==> config.mk <==
export PLATFORM = sky130hd
export DESIGN_NAME = ram_port_arbiter
export DESIGN_NICKNAME = d
export VERILOG_FILES = /design/src/rtl/ram_arb_pkg.sv /design/src/rtl/ram_arb_rr.sv /design/src/rtl/ram_port_arbiter.sv
export SDC_FILE = /design/constraint.sdc
export NUM_CORES = 1
export LEC_CHECK = 0
export ABC_AREA = 1
export CAP_MARGIN = 30
export CORE_AREA = 5 5 162 164
export DETAILED_ROUTE_END_ITERATION = 7
export DIE_AREA = 0 0 167 169
export PLACE_DENSITY = 0.51
export SETUP_SLACK_MARGIN = 0.4
export SYNTH_ARGS = -nofsm -noshare
export SYNTH_HDL_FRONTEND = slang
export SYNTH_SLANG_ARGS = --single-unit
==> constraint.sdc <==
create_clock -name clk_i -period 3.1 [get_ports clk_i]
set_input_delay 0.62 -clock clk_i [delete_from_list [all_inputs] [get_ports clk_i]]
set_output_delay 0.62 -clock clk_i [all_outputs]
set_load 0.01 [all_outputs]
==> src/rtl/ram_arb_pkg.sv <==
// ram_arb_pkg: shared constants, types and helpers for the RAM port arbiter
package ram_arb_pkg;
  localparam int BE_WIDTH = 4;
  // The structs use fixed maximum widths so they can live in the package.
  // The top casts its parameterised ports into and out of these fields.
  localparam int ADDR_W = 32;
  localparam int DATA_W = 32;
  localparam int ID_W = 8;
  function automatic int idx_w(input int n);
    return $clog2(n);
  endfunction
  typedef struct packed {
    logic [ADDR_W-1:0]   addr;
    logic                we;
    logic [BE_WIDTH-1:0] be;
    logic [DATA_W-1:0]   wdata;
  } ram_req_t;
  typedef struct packed {
    logic            valid;
    logic [ID_W-1:0] id;
    logic            we;
  } resp_state_t;
endpackage

==> src/rtl/ram_arb_rr.sv <==
// ram_arb_rr: combinational round-robin pick of the first request at or after ptr_i
module ram_arb_rr
  import ram_arb_pkg::*;
#(
  parameter  int N  = 4,
  localparam int IW = idx_w(N)
) (
  input  logic [N-1:0]  req_i,
  input  logic [IW-1:0] ptr_i,
  output logic [N-1:0]  gnt_o,
  output logic [IW-1:0] idx_o
);
  logic [2*N-1:0] dbl;
  logic [N-1:0]   rot;
  logic [IW-1:0]  off;
  logic [IW:0]    sum;
  // Rotate the request vector so ptr_i sits at bit 0, then take the lowest set bit.
  always_comb begin
    dbl = {req_i, req_i};
    rot = dbl[ptr_i +: N];
    off = '0;
    for (int i = N - 1; i >= 0; i--) off = rot[i] ? IW'(i) : off;
    sum = {1'b0, ptr_i} + {1'b0, off};
    idx_o = (sum >= (IW+1)'(N)) ? IW'(sum - (IW+1)'(N)) : IW'(sum);
    gnt_o = (|req_i) ? N'(1) << idx_o : '0;
  end
endmodule

==> src/rtl/ram_port_arbiter.sv <==
// ram_port_arbiter: round-robin sharing of one byte-enabled RAM port among NUM_REQ requesters
// Define RAM_ARB_STATS_EN to add per-requester saturating wait counters (stat_wait_o, stat_clr_i).
module ram_port_arbiter
  import ram_arb_pkg::*;
#(
  parameter int NUM_REQ    = 4,
  parameter int ADDR_WIDTH = ADDR_W,
  parameter int DATA_WIDTH = DATA_W
) (
  input  logic                          clk_i,
  input  logic                          rst_ni,
  input  logic [NUM_REQ-1:0]            req_i,
  input  logic [NUM_REQ*ADDR_WIDTH-1:0] addr_i,
  input  logic [NUM_REQ-1:0]            we_i,
  input  logic [NUM_REQ*BE_WIDTH-1:0]   be_i,
  input  logic [NUM_REQ*DATA_WIDTH-1:0] wdata_i,
  output logic [NUM_REQ-1:0]            gnt_o,
  output logic [NUM_REQ-1:0]            rvalid_o,
  output logic [DATA_WIDTH-1:0]         rdata_o,
`ifdef RAM_ARB_STATS_EN
  input  logic                          stat_clr_i,
  output logic [NUM_REQ*32-1:0]         stat_wait_o,
`endif
  output logic                          ram_en_o,
  output logic [ADDR_WIDTH-1:0]         ram_addr_o,
  output logic [DATA_WIDTH-1:0]         ram_wdata_o,
  output logic                          ram_we_o,
  output logic [BE_WIDTH-1:0]           ram_be_o,
  input  logic [DATA_WIDTH-1:0]         ram_rdata_i
);
  localparam int IW = idx_w(NUM_REQ);
  logic [IW-1:0]      ptr_q;
  logic [IW-1:0]      idx;
  logic [NUM_REQ-1:0] gnt;
  logic               any;
  ram_req_t           sel;
  resp_state_t        resp_q;
  assign any = |req_i;
  ram_arb_rr #(.N(NUM_REQ)) u_rr (
    .req_i (req_i),
    .ptr_i (ptr_q),
    .gnt_o (gnt),
    .idx_o (idx)
  );
  always_comb begin
    sel = '0;
    for (int i = 0; i < NUM_REQ; i++) begin
      if (gnt[i]) begin
        sel.addr  = ADDR_W'(addr_i[i*ADDR_WIDTH +: ADDR_WIDTH]);
        sel.we    = we_i[i];
        sel.be    = be_i[i*BE_WIDTH +: BE_WIDTH];
        sel.wdata = DATA_W'(wdata_i[i*DATA_WIDTH +: DATA_WIDTH]);
      end
    end
  end
  assign gnt_o       = gnt;
  assign ram_en_o    = any;
  assign ram_addr_o  = ADDR_WIDTH'(sel.addr);
  assign ram_wdata_o = DATA_WIDTH'(sel.wdata);
  assign ram_we_o    = sel.we;
  assign ram_be_o    = sel.be;
  always_ff @(posedge clk_i or negedge rst_ni) begin
    if (!rst_ni) begin
      ptr_q  <= '0;
      resp_q <= '0;
    end else begin
      ptr_q        <= any ? ((idx == IW'(NUM_REQ - 1)) ? '0 : idx + 1'b1) : ptr_q;
      resp_q.valid <= any;
      resp_q.id    <= ID_W'(idx);
      resp_q.we    <= sel.we;
    end
  end
  // Writes still answer with rvalid so every requester sees one response per grant.
  assign rvalid_o = resp_q.valid ? NUM_REQ'(1) << resp_q.id : '0;
  assign rdata_o  = (resp_q.valid && !resp_q.we) ? ram_rdata_i : '0;
`ifdef RAM_ARB_STATS_EN
  logic [NUM_REQ-1:0][31:0] wait_q;
  always_ff @(posedge clk_i or negedge rst_ni) begin
    if (!rst_ni) wait_q <= '0;
    else
      for (int i = 0; i < NUM_REQ; i++)
        wait_q[i] <= stat_clr_i ? '0 :
                     (req_i[i] && !gnt[i] && wait_q[i] != '1) ? wait_q[i] + 32'd1 : wait_q[i];
  end
  assign stat_wait_o = wait_q;
`endif
endmodule

== Word level (Yosys, flattened, before mapping) ==
Index checks and enable logic that the tools add are counted.
Cells by class
  add/subtract/negate cells: 3
  $lt $le $gt $ge: 1
  equality and inequality tests: 1
  reduce and logical (&&, ||, !) cells: 3
  shift-type cells: 3
  mux-type cells: 13
Operators by type and width (number)
  69-bit two-way mux: 4
  32-bit two-way mux: 1
  2-bit two-way mux: 6
  4-bit two-way mux: 2
  8-bit by 3-bit indexed part select with 4-bit output: 1
  1-bit by 2-bit << shifter with 4-bit output (first input constant): 2
  4-bit OR reduction: 1
  2-bit by 2-bit adder with 3-bit output: 1
  3-bit greater-or-equal comparator (second input constant): 1
  2-bit by 1-bit adder with 2-bit output (second input constant): 1
  2-bit == test (second input constant): 1
  2-bit by 1-bit subtractor with 2-bit output (second input constant): 1
  1-bit logical AND: 1
  1-bit zero test: 1
Storage, ports and cells
  output and inout bits: 110
  bits of input ports: 314
  register bits after elaboration: 6

== Depth between registers and ports, before layout ==
  depth after elaboration: 14
  depth in mapped cells: 20
  depth with buffers taken out: 19

== Hierarchy ==
A second synthesis with hierarchy kept.
Unflattened totals
  cell total of the unflattened synthesis: 744
  area, all modules: 3458.3 um2
By module, submodules not included
  ram_port_arbiter: times used 1, seq. area each 150.1 um2, cells an instance 700, area each 3236.9 um2
  ram_arb_rr: times used 1, seq. area each 0.0 um2, cells an instance 44, area each 221.5 um2

== Worst setup path before layout ==
Ideal clock, no wire load.
  path type: input to output
  from: in req_i[1]
  to: out ram_addr_o[21]
  stages on the path: 18
  data arrival time: 2.701 ns
  buffers on the path: 2
  path slack: -0.221 ns
  cells stage by stage: nand2_1 nand3_1 nand2_1 nand3_1 a21boi_0 ha_1 xor2_1 nand2_1 nand2_1 inv_1 ha_1 inv_2 buf_2 buf_1 nand4_1 nand3_1 nand2_1 nand2_1
Between the ends
  longest elaborated chain between the ends: 14
  elaborated cells between the ends (all ways): 16
  classes of those cells: 2 x add/sub; 1 x order compare; 2 x shift; 10 x mux; 1 x reduce/logical
Ends and longest elaborated chain
  start: declaration: RTL line ram_port_arbiter.sv:12  | input logic [NUM_REQ-1:0] req_i,
  8-bit by 3-bit indexed part select with 4-bit output (*): RTL line ram_arb_rr.sv:20  | rot = dbl[ptr_i +: N];
  2-bit two-way mux (3 in a row): RTL line ram_arb_rr.sv:22  | for (int i = N - 1; i >= 0; i--) off = rot[i] ? IW'(i) : off;
  2-bit two-way mux (*): RTL line ram_arb_rr.sv:22
  2-bit by 2-bit adder with 3-bit output (*): RTL line ram_arb_rr.sv:23  | sum = {1'b0, ptr_i} + {1'b0, off};
  3-bit greater-or-equal comparator / 2-bit by 1-bit subtractor with 2-bit output (equally long branches): RTL line ram_arb_rr.sv:24  | idx_o = (sum >= (IW+1)'(N)) ? IW'(sum - (IW+1)'(N)) : IW'(sum);
  2-bit two-way mux (*): RTL line ram_arb_rr.sv:24
  net idx[1]: RTL line ram_port_arbiter.sv:33  | logic [IW-1:0] idx;
  1-bit by 2-bit << shifter with 4-bit output (*): RTL line ram_arb_rr.sv:25  | gnt_o = (|req_i) ? N'(1) << idx_o : '0;
  4-bit two-way mux (*): RTL line ram_arb_rr.sv:25
  69-bit two-way mux (3 in a row): RTL line ram_port_arbiter.sv:48  | if (gnt[i]) begin
  69-bit two-way mux (*): RTL line ram_port_arbiter.sv:48
  end: declaration: RTL line ram_port_arbiter.sv:25  | output logic [ADDR_WIDTH-1:0] ram_addr_o,
The timed path passes the listed nets; every way through them passes the cells marked *.

== Worst setup path in the final report ==
  from: in req_i[2]
  to: out ram_addr_o[13]
The elaborated chain is that of the path after synthesis.

==> run metrics <==
result of the run finished, violations left; post-route setup slack -611 ps; routed vias 6724; total core area 24700 um2; synthesis-stage register bit count 6; Mean Syn Cell Area 4.55 um2; Max Clk Rate 269 MHz; mux cell area share after synthesis 0%; global-route wire length before repair 39100 um; worst reg-to-reg path cell count 21; data required time at the worst endpoint 2480 ps; compound-gate portion of the synthesized area 10.7%; number of buffers added by the clock tree synthesis step 3; most repeated library cell on the critical path sky130_fd_sc_hd__nand2_1; simple-gate share of the synthesized area 62.1%; initial drt markers 352; cell chosen for the clock root sky130_fd_sc_hd__clkbuf_16; headroom to the max-slew limit 59.9%; final worst path period need 3710 ps; total global routing overflow 0; number of global-route vias before repair 6839; TritonCTS clock tree done; cell at the slowest stage of the critical path sky130_fd_sc_hd__clkdlybuf4s15_2; post-detailed-placement cell area 8530 um2; Net Count, Synth 1068; Clk pin slew, worst setup/hold paths 40 ps; layout overhead on the synthesized area 194%; worst-case clock buffer depth 2; category of the worst setup path capture point primary output; worst path arrival time 3090 ps; final HPWL from detailed placement 20000 um; Post-route DRC 0; MaxCap Viol Count 0; Slew @ Worst Pin 602 ps; wirelength, routed 27900 um; clock latency on the worst-skew pair 230 ps; setup-violating endpoint count in the final report 73; final std cell area, no fill 10000 um2; commonest cells after routing, fill and taps aside sky130_fd_sc_hd__clkdlybuf4s50_1, sky130_fd_sc_hd__nand2_1, sky130_fd_sc_hd__inv_1, sky130_fd_sc_hd__nand4_1, sky130_fd_sc_hd__buf_6; layout cells sized above 1 27.5%; Final GP Congestion 0.887; 1st-pass router iterations 4; number of rows created at floorplan 58; average via count per standard cell 4.32; I/O pins 424; delay of the slowest cell on the worst path 210 ps; CP Launch Type input port; post-synth design cell area 3410 um2; most common cell after layout, fill and taps aside sky130_fd_sc_hd__clkdlybuf4s50_1; Clock H-tree levels 1; fraction of the cycle the final worst path needs 120%; setup repair after global routing missed its margin true; xor and xnor fraction of the mapped netlist area 0.257%; number of max-slew violations in the final report 0; Antenna Nets Post-Route 0; path category of the worst min-delay check in2async; Final Hold Fails 0; CP Cell Sequence clkdlybuf4s15_2 > nand2_1 > nand3_1 > nand2_1 > a21boi_2 > ha_2 > xor2_2 > inv_1 > nand3_2 > nand2_4 > inv_4 > ha_4 > inv_4 > nor2_4 > buf_12 > buf_12 > buf_16 > buf_6 > nand2_4 > nand3_2 > nand2_1 > nand2_1 > buf_2; net count reported at finish 1547; Distinct cells, synth 19; maximum number of pins on one net before global-route repair 33; adder and majority cell fraction of the synthesized area 1.84%; dominant combinational cell family by area after synthesis simple AND/OR/NAND/NOR gates; antenna violations before repair 0; global-route usage over all layers 17.4%; pre-CTS worst setup slack -1380 ps; maximum fanout along the worst path 8; worst-case clock skew 3.26 ps; Syn Inst Count 749; count of yosys warnings during synthesis 0; Ant. Diodes 0; initial core utilization 13.8%; number of buffers inserted by port buffering 423; portion of the post-synthesis area used by sequential elements 4.41%; horizontal extent of the die 167 um; Routed WL per cell 17.9 um; clock sink count 6; Chip Height 169 um; critical path type in2out; failing checks setup timing; Die ar. 28200 um2
==> Yosys cell counts, drive strengths merged <==
cell type    n  area [um2]
nand2      298        1120
inv        115         432
nand3       79         395
o21ai       70         350
nand4       69         432
nor2        36         143
clkbuf      34         128
buf         29         146
dfrtp        6         150
ha           5        62.6
nor3         4        20.0
a21boi       1        7.51
o31ai        1        7.51
or2          1        6.26
xor2         1        8.76
==> worst max-delay path, delay by kind of cell <==
family	cells	cell delay, ps
buffers and inverters	9	1020
adders and majority gates	2	320
xor gates and xnor gates	1	180
and+or+nand+nor	10	780
AOI/OAI and AO/OA	1	150
==> logic make-up (layout without fill, tap and decap cells) <==
family / Yosys count / after routing
flops: 6 / 6
xor+xnor: 1 / 1
buf+inv: 178 / 656
simple gates: 487 / 487
compound gates: 72 / 72
fa+ha+maj: 5 / 5
==> per-layer routing <==
layer,track usage [%],share of wire [%],vias up
met5,0,0,-
met4,4.34,2.6,0
met3,4.81,8.2,40
met2,32.2,50,336
met1,19.6,39,2999
li1,-,-,3349
==> sequential cells by signal, summed over array words and instances, names as in the netlist <==
register,count
ptr_q,2
resp_q,4
==> path summary, 6_finish.rpt <==
path | from | endpoint | slack, ps
setup / recovery | req_i[2] | ram_addr_o[13] | -610
hold / removal | rst_ni | ptr_q[1] | 630
setup reg to reg | ptr_q[0] | resp_q[0] | 320
hold reg to reg | ptr_q[1] | ptr_q[1] | 730
max in group asynchronous | rst_ni | ptr_q[0] | 2240
min in group clk_i | ptr_q[1] | ptr_q[1] | 730
==> final cells by class <==
cell class	instances	area [um2]
fill	2634	14700
timing repair buffer	537	5660
multi-input combinational	565	3250
inverter	115	452
tap	330	413
sequential	6	151
clock buffer	4	78.8
==> per-stage QoR <==
| stage | hold slack [ps] | utilization [%] | TNS [ps] | std cells |
|---|---|---|---|---|
| 2_1_floorplan | 324 | - | 0 | 749 |
| 3_5_place_dp | 670 | 34.5 | -96140 | 1493 |
| 5_1_grt | 652 | 40.4 | -48650 | 1557 |
| 6_report | 628 | 40.4 | -37570 | 1557 |
| 4_1_cts | 641 | 37.4 | -35800 | 1534 |
| 3_3_place_gp | 669 | 34.5 | -95020 | 1493 |
==> timing repair <==
item | CTS | global route
pin swaps | 34 | 81
setup endpoints to repair | 76 | 75
hold buffers | 0 | 0
resized for setup | 424 | 138
gates cloned | 10 | 7
buffers inserted | 27 | 16
Power is not shown: default switching activity piles up to over one toggle a cycle in this logic, so the estimate is an artifact.
